**config.mk**
```make
export PLATFORM = sky130hd
export DESIGN_NAME = mac_tx_arbiter_flat
export DESIGN_NICKNAME = d
export VERILOG_FILES = /design/src/rtl/mac_tx_arbiter_if.sv /design/src/rtl/mac_tx_arbiter.sv /design/src/flat_wrapper.sv
export SDC_FILE = /design/constraint.sdc
export NUM_CORES = 1
export LEC_CHECK = 0
export CAP_MARGIN = 20
export CORE_ASPECT_RATIO = 0.8
export CORE_MARGIN = 2
export CORE_UTILIZATION = 35
export CTS_CLUSTER_SIZE = 16
export DETAILED_ROUTE_END_ITERATION = 10
export GPL_TIMING_DRIVEN = 0
export PLACE_DENSITY = 0.69
export SLEW_MARGIN = 30
export SYNTH_ARGS = -nofsm -noshare
export SYNTH_HDL_FRONTEND = slang
export SYNTH_SLANG_ARGS = --single-unit
```
**constraint.sdc**
```tcl
create_clock -name clk -period 5.1 [get_ports clk]
set_clock_uncertainty 0.2 [all_clocks]
set_input_delay 0.765 -clock clk [delete_from_list [all_inputs] [get_ports clk]]
set_output_delay 0.765 -clock clk [all_outputs]
set_load 0.02 [all_outputs]
```
**src/rtl/mac_tx_arbiter_if.sv**
```systemverilog
// Avalon-ST bundle between two packet sources, the arbiter and the MAC
// transmit FIFO port. The arbiter takes the slave side.
interface mac_tx_arbiter_if #(
    parameter int DW = 32
);
    logic [DW-1:0] i_data0;
    logic          i_vld0;
    logic          i_sop0;
    logic          i_eop0;
    logic          o_rdy0;
    logic [DW-1:0] i_data1;
    logic          i_vld1;
    logic          i_sop1;
    logic          i_eop1;
    logic          o_rdy1;
    logic [DW-1:0] o_tx_data;
    logic          o_tx_vld;
    logic          o_tx_sop;
    logic          o_tx_eop;
    logic          i_tx_rdy;
    logic [1:0]    o_grant;
    logic [7:0]    o_err_cnt;

    modport master (
        output i_data0, i_vld0, i_sop0, i_eop0,
        output i_data1, i_vld1, i_sop1, i_eop1,
        output i_tx_rdy,
        input  o_rdy0, o_rdy1,
        input  o_tx_data, o_tx_vld, o_tx_sop, o_tx_eop,
        input  o_grant, o_err_cnt
    );

    modport slave (
        input  i_data0, i_vld0, i_sop0, i_eop0,
        input  i_data1, i_vld1, i_sop1, i_eop1,
        input  i_tx_rdy,
        output o_rdy0, o_rdy1,
        output o_tx_data, o_tx_vld, o_tx_sop, o_tx_eop,
        output o_grant, o_err_cnt
    );
endinterface

```
**src/rtl/mac_tx_arbiter.sv**
```systemverilog
// Frame-level round-robin arbiter feeding the MAC transmit FIFO port.
// Optional frame length limit: define TX_ARB_MAXLEN_EN.
module mac_tx_arbiter #(
    parameter int DW        = 32,
    parameter int MAX_WORDS = 384
) (
    input  logic             clk,
    input  logic             rst_n,
    mac_tx_arbiter_if.slave  bus
);

    if (MAX_WORDS < 1 || MAX_WORDS > 65535) begin : g_bad_max_words
        $error("MAX_WORDS must be within 1..65535");
    end

`ifdef TX_ARB_MAXLEN_EN
    typedef enum logic [2:0] {IDLE, GNT0, GNT1, DROP0, DROP1} state_t;
    localparam logic [15:0] MAX_LAST = 16'(MAX_WORDS - 1);
    logic [15:0] cnt_q;
    logic        at_max;
`else
    typedef enum logic [1:0] {IDLE, GNT0, GNT1} state_t;
`endif

    state_t        state_q;
    logic          last_q;
    logic          first_q;
    logic [1:0]    grant_q;
    logic [7:0]    err_q;
    logic [7:0]    err_d;
    logic [DW-1:0] data_q;
    logic          vld_q;
    logic          sop_q;
    logic          eop_q;

    logic          elig0;
    logic          elig1;
    logic          rdy0;
    logic          rdy1;
    logic          sel1;
    logic          gnt_acc;
    logic          drop_acc;
    logic [DW-1:0] w_data;
    logic          w_sop;
    logic          w_eop;
    logic          w_eop_fwd;
    logic [1:0]    err_inc;
    logic [8:0]    err_sum;

    assign elig0 = bus.i_vld0 && bus.i_sop0;
    assign elig1 = bus.i_vld1 && bus.i_sop1;

    // Ready generation: orphan drop in IDLE, output-register room when
    // granted, unconditional sink while dropping an overlong tail.
    always_comb begin
        rdy0 = 1'b0;
        rdy1 = 1'b0;
        unique case (state_q)
            IDLE: begin
                rdy0 = bus.i_vld0 && !bus.i_sop0;
                rdy1 = bus.i_vld1 && !bus.i_sop1;
            end
            GNT0: rdy0 = !vld_q || bus.i_tx_rdy;
            GNT1: rdy1 = !vld_q || bus.i_tx_rdy;
`ifdef TX_ARB_MAXLEN_EN
            DROP0: rdy0 = 1'b1;
            DROP1: rdy1 = 1'b1;
`endif
            default: ;
        endcase
    end

    // Granted-port word mux, acceptance strobes and error increment.
    always_comb begin
`ifdef TX_ARB_MAXLEN_EN
        sel1     = (state_q == GNT1) || (state_q == DROP1);
        drop_acc = ((state_q == DROP0) && bus.i_vld0)
                || ((state_q == DROP1) && bus.i_vld1);
`else
        sel1     = (state_q == GNT1);
        drop_acc = 1'b0;
`endif
        gnt_acc = ((state_q == GNT0) && bus.i_vld0 && rdy0)
               || ((state_q == GNT1) && bus.i_vld1 && rdy1);
        w_data  = sel1 ? bus.i_data1 : bus.i_data0;
        w_sop   = sel1 ? bus.i_sop1 : bus.i_sop0;
        w_eop   = sel1 ? bus.i_eop1 : bus.i_eop0;
`ifdef TX_ARB_MAXLEN_EN
        at_max    = (cnt_q == MAX_LAST);
        w_eop_fwd = w_eop || at_max;
`else
        w_eop_fwd = w_eop;
`endif
        err_inc = 2'd0;
        if (state_q == IDLE) begin
            err_inc = 2'(bus.i_vld0 && !bus.i_sop0)
                    + 2'(bus.i_vld1 && !bus.i_sop1);
        end else if (gnt_acc) begin
            err_inc = 2'(w_sop && !first_q);
`ifdef TX_ARB_MAXLEN_EN
            err_inc = err_inc + 2'(at_max && !w_eop);
`endif
        end
        err_sum = {1'b0, err_q} + {7'd0, err_inc};
        err_d   = err_sum[8] ? 8'hFF : err_sum[7:0];
    end

    // Arbitration FSM, grant bookkeeping and the registered output stage.
    always_ff @(posedge clk or negedge rst_n) begin
        if (!rst_n) begin
            state_q <= IDLE;
            last_q  <= 1'b1;
            first_q <= 1'b1;
            grant_q <= 2'b00;
            err_q   <= 8'd0;
            data_q  <= '0;
            vld_q   <= 1'b0;
            sop_q   <= 1'b0;
            eop_q   <= 1'b0;
`ifdef TX_ARB_MAXLEN_EN
            cnt_q   <= 16'd0;
`endif
        end else begin
            err_q <= err_d;
            if (gnt_acc) begin
                data_q <= w_data;
                sop_q  <= w_sop;
                eop_q  <= w_eop_fwd;
                vld_q  <= 1'b1;
            end else if (bus.i_tx_rdy) begin
                vld_q  <= 1'b0;
            end
            unique case (state_q)
                IDLE: begin
                    first_q <= 1'b1;
`ifdef TX_ARB_MAXLEN_EN
                    cnt_q   <= 16'd0;
`endif
                    if (elig0 && (!elig1 || last_q)) begin
                        state_q <= GNT0;
                        grant_q <= 2'b01;
                    end else if (elig1) begin
                        state_q <= GNT1;
                        grant_q <= 2'b10;
                    end
                end
                GNT0, GNT1: begin
                    if (gnt_acc) begin
                        first_q <= 1'b0;
`ifdef TX_ARB_MAXLEN_EN
                        cnt_q   <= cnt_q + 16'd1;
`endif
                        if (w_eop) begin
                            state_q <= IDLE;
                            grant_q <= 2'b00;
                            last_q  <= sel1;
`ifdef TX_ARB_MAXLEN_EN
                        end else if (at_max) begin
                            state_q <= sel1 ? DROP1 : DROP0;
`endif
                        end
                    end
                end
                default: begin
                    if (drop_acc && w_eop) begin
                        state_q <= IDLE;
                        grant_q <= 2'b00;
                        last_q  <= sel1;
                    end
                end
            endcase
        end
    end

    assign bus.o_rdy0    = rdy0;
    assign bus.o_rdy1    = rdy1;
    assign bus.o_tx_data = data_q;
    assign bus.o_tx_vld  = vld_q;
    assign bus.o_tx_sop  = sop_q;
    assign bus.o_tx_eop  = eop_q;
    assign bus.o_grant   = grant_q;
    assign bus.o_err_cnt = err_q;

endmodule

```
**src/flat_wrapper.sv**
```systemverilog
// flat-port wrapper written by rule: the top's interface ports become plain ports
module mac_tx_arbiter_flat 
#(
    parameter int DW        = 32,
    parameter int MAX_WORDS = 384
)
  (clk, rst_n, bus_i_data0, bus_i_vld0, bus_i_sop0, bus_i_eop0, bus_i_data1, bus_i_vld1, bus_i_sop1, bus_i_eop1, bus_i_tx_rdy, bus_o_rdy0, bus_o_rdy1, bus_o_tx_data, bus_o_tx_vld, bus_o_tx_sop, bus_o_tx_eop, bus_o_grant, bus_o_err_cnt);
  mac_tx_arbiter_if #(.DW(DW)) bus_i ();
  input  logic clk;
  input  logic rst_n;
  input wire logic [$bits(bus_i.i_data0)-1:0] bus_i_data0;
  input wire logic [$bits(bus_i.i_vld0)-1:0] bus_i_vld0;
  input wire logic [$bits(bus_i.i_sop0)-1:0] bus_i_sop0;
  input wire logic [$bits(bus_i.i_eop0)-1:0] bus_i_eop0;
  input wire logic [$bits(bus_i.i_data1)-1:0] bus_i_data1;
  input wire logic [$bits(bus_i.i_vld1)-1:0] bus_i_vld1;
  input wire logic [$bits(bus_i.i_sop1)-1:0] bus_i_sop1;
  input wire logic [$bits(bus_i.i_eop1)-1:0] bus_i_eop1;
  input wire logic [$bits(bus_i.i_tx_rdy)-1:0] bus_i_tx_rdy;
  output wire logic [$bits(bus_i.o_rdy0)-1:0] bus_o_rdy0;
  output wire logic [$bits(bus_i.o_rdy1)-1:0] bus_o_rdy1;
  output wire logic [$bits(bus_i.o_tx_data)-1:0] bus_o_tx_data;
  output wire logic [$bits(bus_i.o_tx_vld)-1:0] bus_o_tx_vld;
  output wire logic [$bits(bus_i.o_tx_sop)-1:0] bus_o_tx_sop;
  output wire logic [$bits(bus_i.o_tx_eop)-1:0] bus_o_tx_eop;
  output wire logic [$bits(bus_i.o_grant)-1:0] bus_o_grant;
  output wire logic [$bits(bus_i.o_err_cnt)-1:0] bus_o_err_cnt;
  assign bus_i.i_data0 = bus_i_data0;
  assign bus_i.i_vld0 = bus_i_vld0;
  assign bus_i.i_sop0 = bus_i_sop0;
  assign bus_i.i_eop0 = bus_i_eop0;
  assign bus_i.i_data1 = bus_i_data1;
  assign bus_i.i_vld1 = bus_i_vld1;
  assign bus_i.i_sop1 = bus_i_sop1;
  assign bus_i.i_eop1 = bus_i_eop1;
  assign bus_i.i_tx_rdy = bus_i_tx_rdy;
  assign bus_o_rdy0 = bus_i.o_rdy0;
  assign bus_o_rdy1 = bus_i.o_rdy1;
  assign bus_o_tx_data = bus_i.o_tx_data;
  assign bus_o_tx_vld = bus_i.o_tx_vld;
  assign bus_o_tx_sop = bus_i.o_tx_sop;
  assign bus_o_tx_eop = bus_i.o_tx_eop;
  assign bus_o_grant = bus_i.o_grant;
  assign bus_o_err_cnt = bus_i.o_err_cnt;
  mac_tx_arbiter #(.DW(DW), .MAX_WORDS(MAX_WORDS)) u_core (.clk(clk), .rst_n(rst_n), .bus(bus_i));
endmodule
```
**Word-level counts from Yosys, hierarchy flattened**

Cells that the tools add are included.

- Output and inout port bits: 47
- Logic and storage cells: 57
- Input bits: 73
- Register bits: 47

- Reduce and logical (&&, ||, !) cells: 25
- $add $sub $neg: 2
- Eq/ne operators: 5
- Multiplexer cells: 17

Operators with widths:

| operator | number |
|---|---|
| $mux 32 | 1 |
| $logic_and 1x1->1 | 10 |
| $mux 2 | 5 |
| $add 8x2->9 | 1 |
| $mux 8 | 1 |
| $mux 1 | 6 |
| $pmux 1 s2 | 3 |
| $logic_not 1->1 | 5 |
| $ne 2x1->1 const B | 2 |
| $pmux 2 s2 | 1 |
| $reduce_and 4->1 | 1 |
| $reduce_bool 2->1 | 2 |
| $logic_or 1x1->1 | 3 |
| $ne 3x2->1 const B | 1 |
| $reduce_and 3->1 | 1 |
| $add 1x1->2 | 1 |
| $eq 2x1->1 const B | 1 |
| $eq 2x2->1 const B | 1 |
| $logic_not 2->1 | 1 |
| $reduce_and 2->1 | 1 |
| $reduce_or 2->1 | 1 |

**Depth between registers and ports, before layout**

Gate-level depths: netlist of run 1.

- Word-level depth: 9
- Mapped depth: 14
- Gate-level depth less buffers: 13

**Worst setup path after synthesis of run 1**

No wires, ideal clock.

- Path type: input to register
- Start point: in bus_i_sop1
- End point: reg u_core.err_q[0] (netlist: u_core.bus.o_err_cnt[0])
- Stages: 12
- Setup time: 71 ps
- Buffers on the path: 1
- Data required time: 4,829 ps
- Setup slack: 1,856 ps
- Arrival time: 2,974 ps
- Cells stage by stage: and2b_4 a22oi_4 o21ai_4 buf_8 a22o_2 ha_1 inv_1 fa_1 nand2b_1 nor2_1 nand3_1 nand2b_1

- Cells in the longest elaborated chain, start to end: 9
- Elaborated cells on any way between the ends: 12
- Classes of those cells: 2 x add/sub; 5 x mux; 5 x reduce/logical

Ends and longest elaborated chain:

| item | line | source |
|---|---|---|
| from (decl) | flat_wrapper.sv:17 | `input wire logic [$bits(bus_i.i_sop1)-1:0] bus_i_sop1;` |
| $logic_not 1->1 | mac_tx_arbiter.sv:61, mac_tx_arbiter.sv:97 |  |
| $logic_and 1x1->1 | mac_tx_arbiter.sv:61, mac_tx_arbiter.sv:97 |  |
| $pmux 1 s2 | mac_tx_arbiter.sv:58 | `unique case (state_q)` |
| $logic_and 1x1->1 | mac_tx_arbiter.sv:84 | `\|\| ((state_q == GNT1) && bus.i_vld1 && rdy1);` |
| $logic_or 1x1->1 | mac_tx_arbiter.sv:84 |  |
| $mux 1 | mac_tx_arbiter.sv:98 | `end else if (gnt_acc) begin` |
| $mux 2 (*) | mac_tx_arbiter.sv:95 | `if (state_q == IDLE) begin` |
| $add 8x2->9 (*) | mac_tx_arbiter.sv:104 | `err_sum = {1'b0, err_q} + {7'd0, err_inc};` |
| $mux 8 (*) | mac_tx_arbiter.sv:105 | `err_d = err_sum[8] ? 8'hFF : err_sum[7:0];` |
| net u_core.err_d[0] | mac_tx_arbiter.sv:30 | `logic [7:0] err_d;` |
| to (signal assigned) | mac_tx_arbiter.sv:124 | `err_q <= err_d;` |
| to (decl) | mac_tx_arbiter.sv:29 | `logic [7:0] err_q;` |

The timed path passes the listed nets; every way through them passes the cells marked *.
A chain may end at the register's enable or synchronous reset.

**Worst setup path in the final report of run 1**

- Start point: in bus_i_vld1
- End point: reg u_core.err_q[1] (netlist: u_core.bus.o_err_cnt[1])

- Cells in the longest elaborated chain, start to end: 8
- Elaborated cells on any way between the ends: 10
- Classes of those cells: 2 x add/sub; 4 x mux; 4 x reduce/logical

Ends and longest elaborated chain:

| item | line | source |
|---|---|---|
| from (decl) | flat_wrapper.sv:16 | `input wire logic [$bits(bus_i.i_vld1)-1:0] bus_i_vld1;` |
| $logic_and 1x1->1 | mac_tx_arbiter.sv:61, mac_tx_arbiter.sv:97 |  |
| $pmux 1 s2 | mac_tx_arbiter.sv:58 |  |
| $logic_and 1x1->1 | mac_tx_arbiter.sv:84 |  |
| $logic_or 1x1->1 | mac_tx_arbiter.sv:84 |  |
| $mux 1 | mac_tx_arbiter.sv:98 |  |
| $mux 2 (*) | mac_tx_arbiter.sv:95 |  |
| $add 8x2->9 (*) | mac_tx_arbiter.sv:104 |  |
| $mux 8 (*) | mac_tx_arbiter.sv:105 |  |
| net u_core.err_d[1] | mac_tx_arbiter.sv:30 |  |

Marked as above.

==> out/qor.csv, run 1 <==
metric,value,unit
combPwrFrac,0.114,
netSwitchingPower,139,uW
dp_slack,955,ps
critPathKind,input pin to flop,
area_share_of_the_largest_cell_type_after_synthesis,0.419,
switching_share,0.194,
clk_pin_slew,80,ps
io_pins,120,
cp-end-kind,flop,
synth_cells,204,
synthesis.nets,286,
cts-hold-fix-buffers,0,
synth.distinct_cells,42,
r2r_end,u_core.bus.o_err_cnt[1],
fmax,260,MHz
drt-pass1-iter-count,4,
port-buffer-count,119,
global_route.overflow_total,0,
postSynthRegisterBits,47,
numCtsBuffers,5,
report.final.slew_viol_count,0,
share_seq_of_total_power,0.521,
worst_vdd_drop,0.138,mV
synthesis.yosys.warnings,0,
rows,28,
clock_insertion_delay_worst_skew,290,ps
clockPowerShare,0.365,
grt_util_all_layers,0.154,
crit_arrival,3880,ps
drt_drc_violations_left,0,
htreeDepth,2,
floorplan.initialDensity,0.362,
final_cell_count_no_fill,435,
fp.dieArea,8400,sq um
hold_viol_final,0,
drive_above_1_share,0.264,
cell_area_synth,2690,sq um
fill_cells,688,
power.density_cell_area,174,nW/um^2
largest_area_contributor_in_the_synthesized_netlist,dfrtp_1,
timing.rr.start,u_core.bus.o_grant[0],
ratio_of_final_minimum_period_to_clock_period,0.755,
unrepaired_setup_endpoints_after_global_routing,false,
synth_enable_flop_cells,0,
grt_start_max_net_pins,48,
number_of_failing_setup_endpoints_in_the_final_timing_report,0,
synth_sequential_area_ratio,0.438,
grt_pass1_wl,9980,um
max_slew.worst_pin.slew,615,ps
layout_min_cycle_time,3850,ps
p_int,575,uW
max-clock-path-buffers,2,
dp_hpwl,4750,um
cts_tree,yes,
result_of_the_run,completed,
r2r_cells,13,
netlist_top_cells_area,"dfrtp_1 42%, mux2_2 17%, mux2_4 15%, ha_1 3.7%, nand2_1 2.4%",
antenna_violations_before_repair,0,
multiInputGateArea,1410,sq um
async_reset_ff_frac,1.00,
die_height,82.4,um
routed_via_density,4.63,
gpl.final_weighted_congestion,0.774,
worstPathMaxFanout,10,
register_area,1180,sq um
cts.sinks,47,
totalNegativeSetupSlack,0,ps
endpoint,u_core.bus.o_err_cnt[1],
post_cts_buffers,0,
drt_first_iter_violations,40,
slew_headroom,0.590,
first_global_vias,2024,
synthesis.area_per_instance,13.2,sq um
setup_crit_start_kind,input pin,
num_vias,2016,
static-leakage-power,1.77,nW
cts-root-buf,clkbuf_8,
worst-r2r-setup-slack,1540,ps
cts_resized,0,
die_outline_width,102,um
final_critical_path_setup_slack,1250,ps
dominantRegCellSynth,dfrtp_1,
numPlacedInstances,428,
cp_data_required_time,5130,ps
antennaDiodeCount,0,
areaGrowthSynthToFinish,52.9,%
post_detailed_route_count_of_antenna_violating_nets,0,
nets,412,
core_region_area,7430,sq um
crit_start,bus_i_vld1,
timing.hold.worst.class,input pin to asynchronous set/reset pin,
postRouteWirelength,6370,um
max_cap_violations,0,
routed_wire_length_per_instance,14.6,um
sequential cells by signal, indices dropped and copies added, names as in the netlist:
register,flops
u_core.first_q,1
u_core.bus.o_grant,2
u_core.bus.o_tx_sop,1
u_core.bus.o_tx_vld,1
u_core.bus.o_err_cnt,8
u_core.bus.o_tx_data,32
u_core.last_q,1
u_core.bus.o_tx_eop,1
layout by cell type (no fill, tap or decap), types with 5 or more instances in the layout:
master	synthesis	routed
clkbuf_8	0	5
clkdlybuf4s50_1	0	118
dfrtp_1	45	45
ha_1	8	8
inv_1	7	7
mux2_2	41	41
mux2_4	26	26
nand2_1	17	17
nand2b_1	5	5
nor2_1	5	5
worst min path at each step:
stage / from / end / depth (start not counted)
after floorplan: rst_n / u_core.bus.o_err_cnt[0] / 0
after global placement: u_core.first_q / u_core.first_q / 2
after detailed placement: u_core.bus.o_tx_data[12] / u_core.bus.o_tx_data[12] / 1
after CTS: rst_n / u_core.bus.o_err_cnt[4] / 1
after global routing: rst_n / u_core.bus.o_err_cnt[5] / 1
final: rst_n / u_core.bus.o_err_cnt[4] / 1
worst max-delay path, cell delays in order:
cell and delay, ps:
clkdlybuf4s50_1 590, and2b_4 210, a22oi_4 100, o21ai_4 440, buf_8 220, a22o_2 140, ha_1 160, inv_1 60
fa_1 420, nand2b_1 190, nor2_1 190, nand3_1 240, nand2_1 140
cells in the mapped netlist (2+ instances only):
cell type  number
a21oi_1         2
buf_12          2
clkbuf_1        2
dfrtp_1        45
dfstp_2         2
ha_1            8
inv_1           7
mux2_2         41
mux2_4         26
mux2i_1         2
nand2_1        17
nand2b_1        5
nand3_1         3
nand4_1         2
nor2_1          5
nor2b_1         3
nor3_1          2
o21ai_0         3
o22ai_1         2
xor2_1          3
power by group through the flow:
stage	logic [mW]	registers (mW)	clock network, mW
global route	0.0879	0.372	0.291
finish	0.0811	0.372	0.261
floorplan	0.0161	0.380	0
CTS	0.0824	0.372	0.277
detailed placement	0.0816	0.380	0
global placement	0.0809	0.380	0
routing by layer:
layer | global-route usage | wire (um) | vias up
li1 | - | - | 971
met2 | 0.235 | 2880 | 69
met3 | 0.0513 | 520 | 5
met5 | 0 | 0 | -
met4 | 0.0387 | 33 | 0
met1 | 0.211 | 2940 | 971
cells by family (layout without fill, tap and decap cells):
logic type,Yosys count,count (layout),share of synthesized area
flops,47,47,0.438
compound gates,17,17,0.0577
buf+inv,14,140,0.0363
fa+ha+maj,9,9,0.0447
simple gates,44,44,0.0856
xor+xnor,4,4,0.0130
mux,69,69,0.324
per-stage QoR:
stage          utilization  hold WS (ps)  cell area, sq um  total power [mW]
6_report             0.554           273              4110             0.714
4_1_cts              0.554           289              4110             0.732
5_1_grt              0.554           319              4110             0.751
2_1_floorplan            -           269              2690             0.396
3_5_place_dp         0.540           290              4010             0.461
3_3_place_gp         0.540           286              4010             0.461
layout make-up:
cell class / instances / area share
Sequential cell: 47 / 0.287
Inverter: 7 / 0.00639
Multi-Input combinational cell: 143 / 0.344
Timing Repair Buffer: 119 / 0.289
Clock inverter: 1 / 0.00730
Clock buffer: 6 / 0.0177
Tap cell: 105 / 0.0320
Buffer: 7 / 0.0173
Power figures use the tool's default switching activity.
==> inputs of run 2 (changes only) <==
--- a/config.mk
+++ b/config.mk
@@ -12,7 +12,7 @@
 export CTS_CLUSTER_SIZE = 16
 export DETAILED_ROUTE_END_ITERATION = 10
 export GPL_TIMING_DRIVEN = 0
-export PLACE_DENSITY = 0.69
+export PLACE_DENSITY = 0.72
 export SLEW_MARGIN = 30
 export SYNTH_ARGS = -nofsm -noshare
 export SYNTH_HDL_FRONTEND = slang
==> constraint.sdc (replaced) <==
create_clock -name clk -period 3.5 [get_ports clk]
set_clock_uncertainty 0.2 [all_clocks]
set_input_delay 0.525 -clock clk [delete_from_list [all_inputs] [get_ports clk]]
set_output_delay 0.525 -clock clk [all_outputs]
set_load 0.02 [all_outputs]
==> run 2 against run 1 <==
  * Design area is essentially flat
  * Die area is the same
  * Critical path depth grew 1
  * Critical path type is now flop to flop
  * Critical endpoint is now u_core.bus.o_err_cnt[0]
  * Power grew 38%
  * Global-route usage shrank 0.57 points
  * Hold slack lost 260 ps
  * Sequential power grew 46%
  * Register-to-register slack lost 1300 ps
  * Via count grew 0.55%
  * Largest power group unchanged
  * Routed wire length shrank 0.67%
  * Clock power grew 24%
==> out/qor.csv, run 2 (synthesis gave the netlist of run 1 again) <==
metric,value,unit,change
nets,413,,+0.24%
cpPeakStageDelay,450,ps,-140 ps
fill_cells,660,,-4.1%
io_pins,120,,unchanged
final_critical_path_setup_slack,284,ps,-963 ps
htreeDepth,2,,unchanged
postRouteWirelength,6330,um,-0.67%
max_slew.worst_pin.slew,591,ps,-24.6 ps
share_seq_of_total_power,0.551,,+0.030
critical_path_buf_inv_count,3,,unchanged
clock_insertion_delay_worst_skew,290,ps,about the same
cts-hold-fix-buffers,0,,unchanged
critPathKind,flop to flop,,
antenna_violations_before_repair,0,,unchanged
num_vias,2027,,+0.55%
fp.dieArea,8400,sq um,unchanged
numPlacedInstances,428,,unchanged
clk_pin_slew,90,ps,about the same
r2r_end,u_core.bus.o_err_cnt[0],,
placed_area,4010,sq um,unchanged
grt_pass1_wl,9630,um,-3.5%
timing.hold.worst.class,input pin to asynchronous set/reset pin,,
routed_wire_length_per_instance,14.5,um,-1.1%
timing.rr.start,u_core.bus.o_grant[0],,
slew_headroom,0.606,,+0.0164
max_cap_violations,0,,unchanged
max-clock-path-buffers,2,,unchanged
critical_path.slowest_cell,dfrtp_1,,
report.final.slew_viol_count,0,,unchanged
multiInputGateArea,1420,sq um,+0.53%
final_core_utilization,0.553,,about the same
areaGrowthSynthToFinish,52.9,%,about the same
r2r_cells,14,,+1
gpl.final_weighted_congestion,0.760,,-1.7%
cts-root-buf,clkbuf_8,,
rows,28,,unchanged
switching_share,0.218,,+0.0233
combPwrFrac,0.120,,+0.006
critical_path.cell_chain,inv_1 -> ha_2 -> nor2b_2 -> o211ai_4 -> o21ai_4 -> buf_8 -> a22o_2 -> ha_1 -> inv_1 -> fa_1 -> nand2b_1 -> nor2_1 -> nand3_2 -> nand2b_1,,
worstPathMaxFanout,10,,unchanged
largest_register_ff_count,32,,unchanged
worst_vdd_drop,0.124,mV,-10%
port-buffer-count,119,,unchanged
totalNegativeSetupSlack,0,ps,unchanged
dp_slack,-403,ps,-1360 ps
cts.sinks,47,,unchanged
core_region_area,7430,sq um,unchanged
crit_arrival,3250,ps,-630 ps
number_of_failing_setup_endpoints_in_the_final_timing_report,0,,unchanged
floorplan.initialDensity,0.362,,unchanged
antennaDiodeCount,0,,unchanged
crit_family,simple AND/OR/NAND/NOR gates,,
ratio_of_final_minimum_period_to_clock_period,0.919,,
grt_start_max_net_pins,48,,unchanged
result_of_the_run,completed,,
worst-r2r-setup-slack,280,ps,-1260 ps
drt-pass1-iter-count,4,,unchanged
drive_above_1_share,0.274,,+0.0105
dp_hpwl,4810,um,+1.4%
register_area,1180,sq um,unchanged
drt_drc_violations_left,0,,unchanged
first_global_vias,2002,,-1.1%
final_cell_count_no_fill,437,,+0.46%
die_height,82.4,um,unchanged
cp_data_required_time,3530,ps,-1600 ps
routed_via_density,4.64,,about the same
layout.cells.most_common,clkdlybuf4s50_1,,
cts_tree,yes,,
layout.cells.most_common_list,"118 x clkdlybuf4s50_1, 45 x dfrtp_1, 41 x mux2_2",,
die_outline_width,102,um,unchanged
p_int,770,uW,+34%
drt_first_iter_violations,31,,-23%
postLayoutCellArea,4110,sq um,about the same
post_detailed_route_count_of_antenna_violating_nets,0,,unchanged
netSwitchingPower,214,uW,+54%
layout_min_cycle_time,3220,ps,
cp-end-kind,flop,,
grt_util_all_layers,0.148,,-0.00567
unrepaired_setup_endpoints_after_global_routing,false,,
hold_viol_final,0,,unchanged
setup_crit_start_kind,flop,,
global_route.overflow_total,0,,unchanged
clockPowerShare,0.329,,-0.036
numCtsBuffers,5,,unchanged
fmax,311,MHz,
static-leakage-power,1.77,nW,-0.21%
power.density_cell_area,240,nW/um^2,+38%
-- run 2: worst register-to-register path: stages, from the launching register on --
cell	delay (ps)
dfrtp_1	450
inv_1	160
ha_2	300
nor2b_2	220
o211ai_4	110
o21ai_4	90
buf_8	170
a22o_2	140
ha_1	150
inv_1	50
fa_1	410
nand2b_1	180
nor2_1	230
nand3_2	180
nand2b_1	120
-- run 2: what timing repair did --
item                                    4_1_cts  5_1_grt
gates resized for setup                       0        2
buffers inserted                              1        0
endpoints found under the setup margin        6        6
pin swaps                                     1        0
endpoints found under the hold margin         0        0
-- run 2: metrics by stage --
stage	power, mW	hold WS [ps]
3_5_place_dp	0.672	286
5_1_grt	1.04	62.5
6_report	0.985	9.42
3_3_place_gp	0.671	284
4_1_cts	1.00	43.6
2_1_floorplan	0.577	29.4
-- run 2: worst max path at each step --
| stage | depth (start not counted) | startpoint | end |
|---|---|---|---|
| 2_1_floorplan | 13 | u_core.bus.o_grant[0] | u_core.bus.o_err_cnt[0] |
| 3_3_place_gp | 13 | bus_i_vld1 | u_core.bus.o_err_cnt[0] |
| 3_5_place_dp | 13 | bus_i_vld1 | u_core.bus.o_err_cnt[0] |
| 4_1_cts | 14 | u_core.bus.o_grant[0] | u_core.bus.o_err_cnt[0] |
| 5_1_grt | 14 | u_core.bus.o_grant[0] | u_core.bus.o_err_cnt[0] |
| 6_report | 14 | u_core.bus.o_grant[0] | u_core.bus.o_err_cnt[0] |
-- run 2: area by class of cell --
type / instances / share of cell area
inverters: 7 / 0.00639
plain buffers: 7 / 0.0174
clock inverters: 2 / 0.00335
flip-flops and latches: 47 / 0.287
clock buffers: 6 / 0.0177
multi-input cells: 143 / 0.346
repair buffers: 120 / 0.291
well taps: 105 / 0.0320
-- run 2: power groups by stage --
stage	registers (mW)	clock network (mW)	logic [mW]
after global routing	0.543	0.365	0.128
after CTS	0.543	0.338	0.120
final	0.543	0.324	0.118
after global placement	0.553	0	0.118
after floorplan	0.553	0	0.0235
after detailed placement	0.553	0	0.119
-- run 2: per-layer routing --
| metal | up-vias | global-route usage | part of all wire |
|---|---|---|---|
| li1 | 979 | - | - |
| met1 | 972 | 0.194 | 0.45 |
| met2 | 72 | 0.243 | 0.45 |
| met3 | 4 | 0.0471 | 0.089 |
| met4 | 0 | 0.0320 | 0.0046 |
| met5 | - | 0 | 0 |
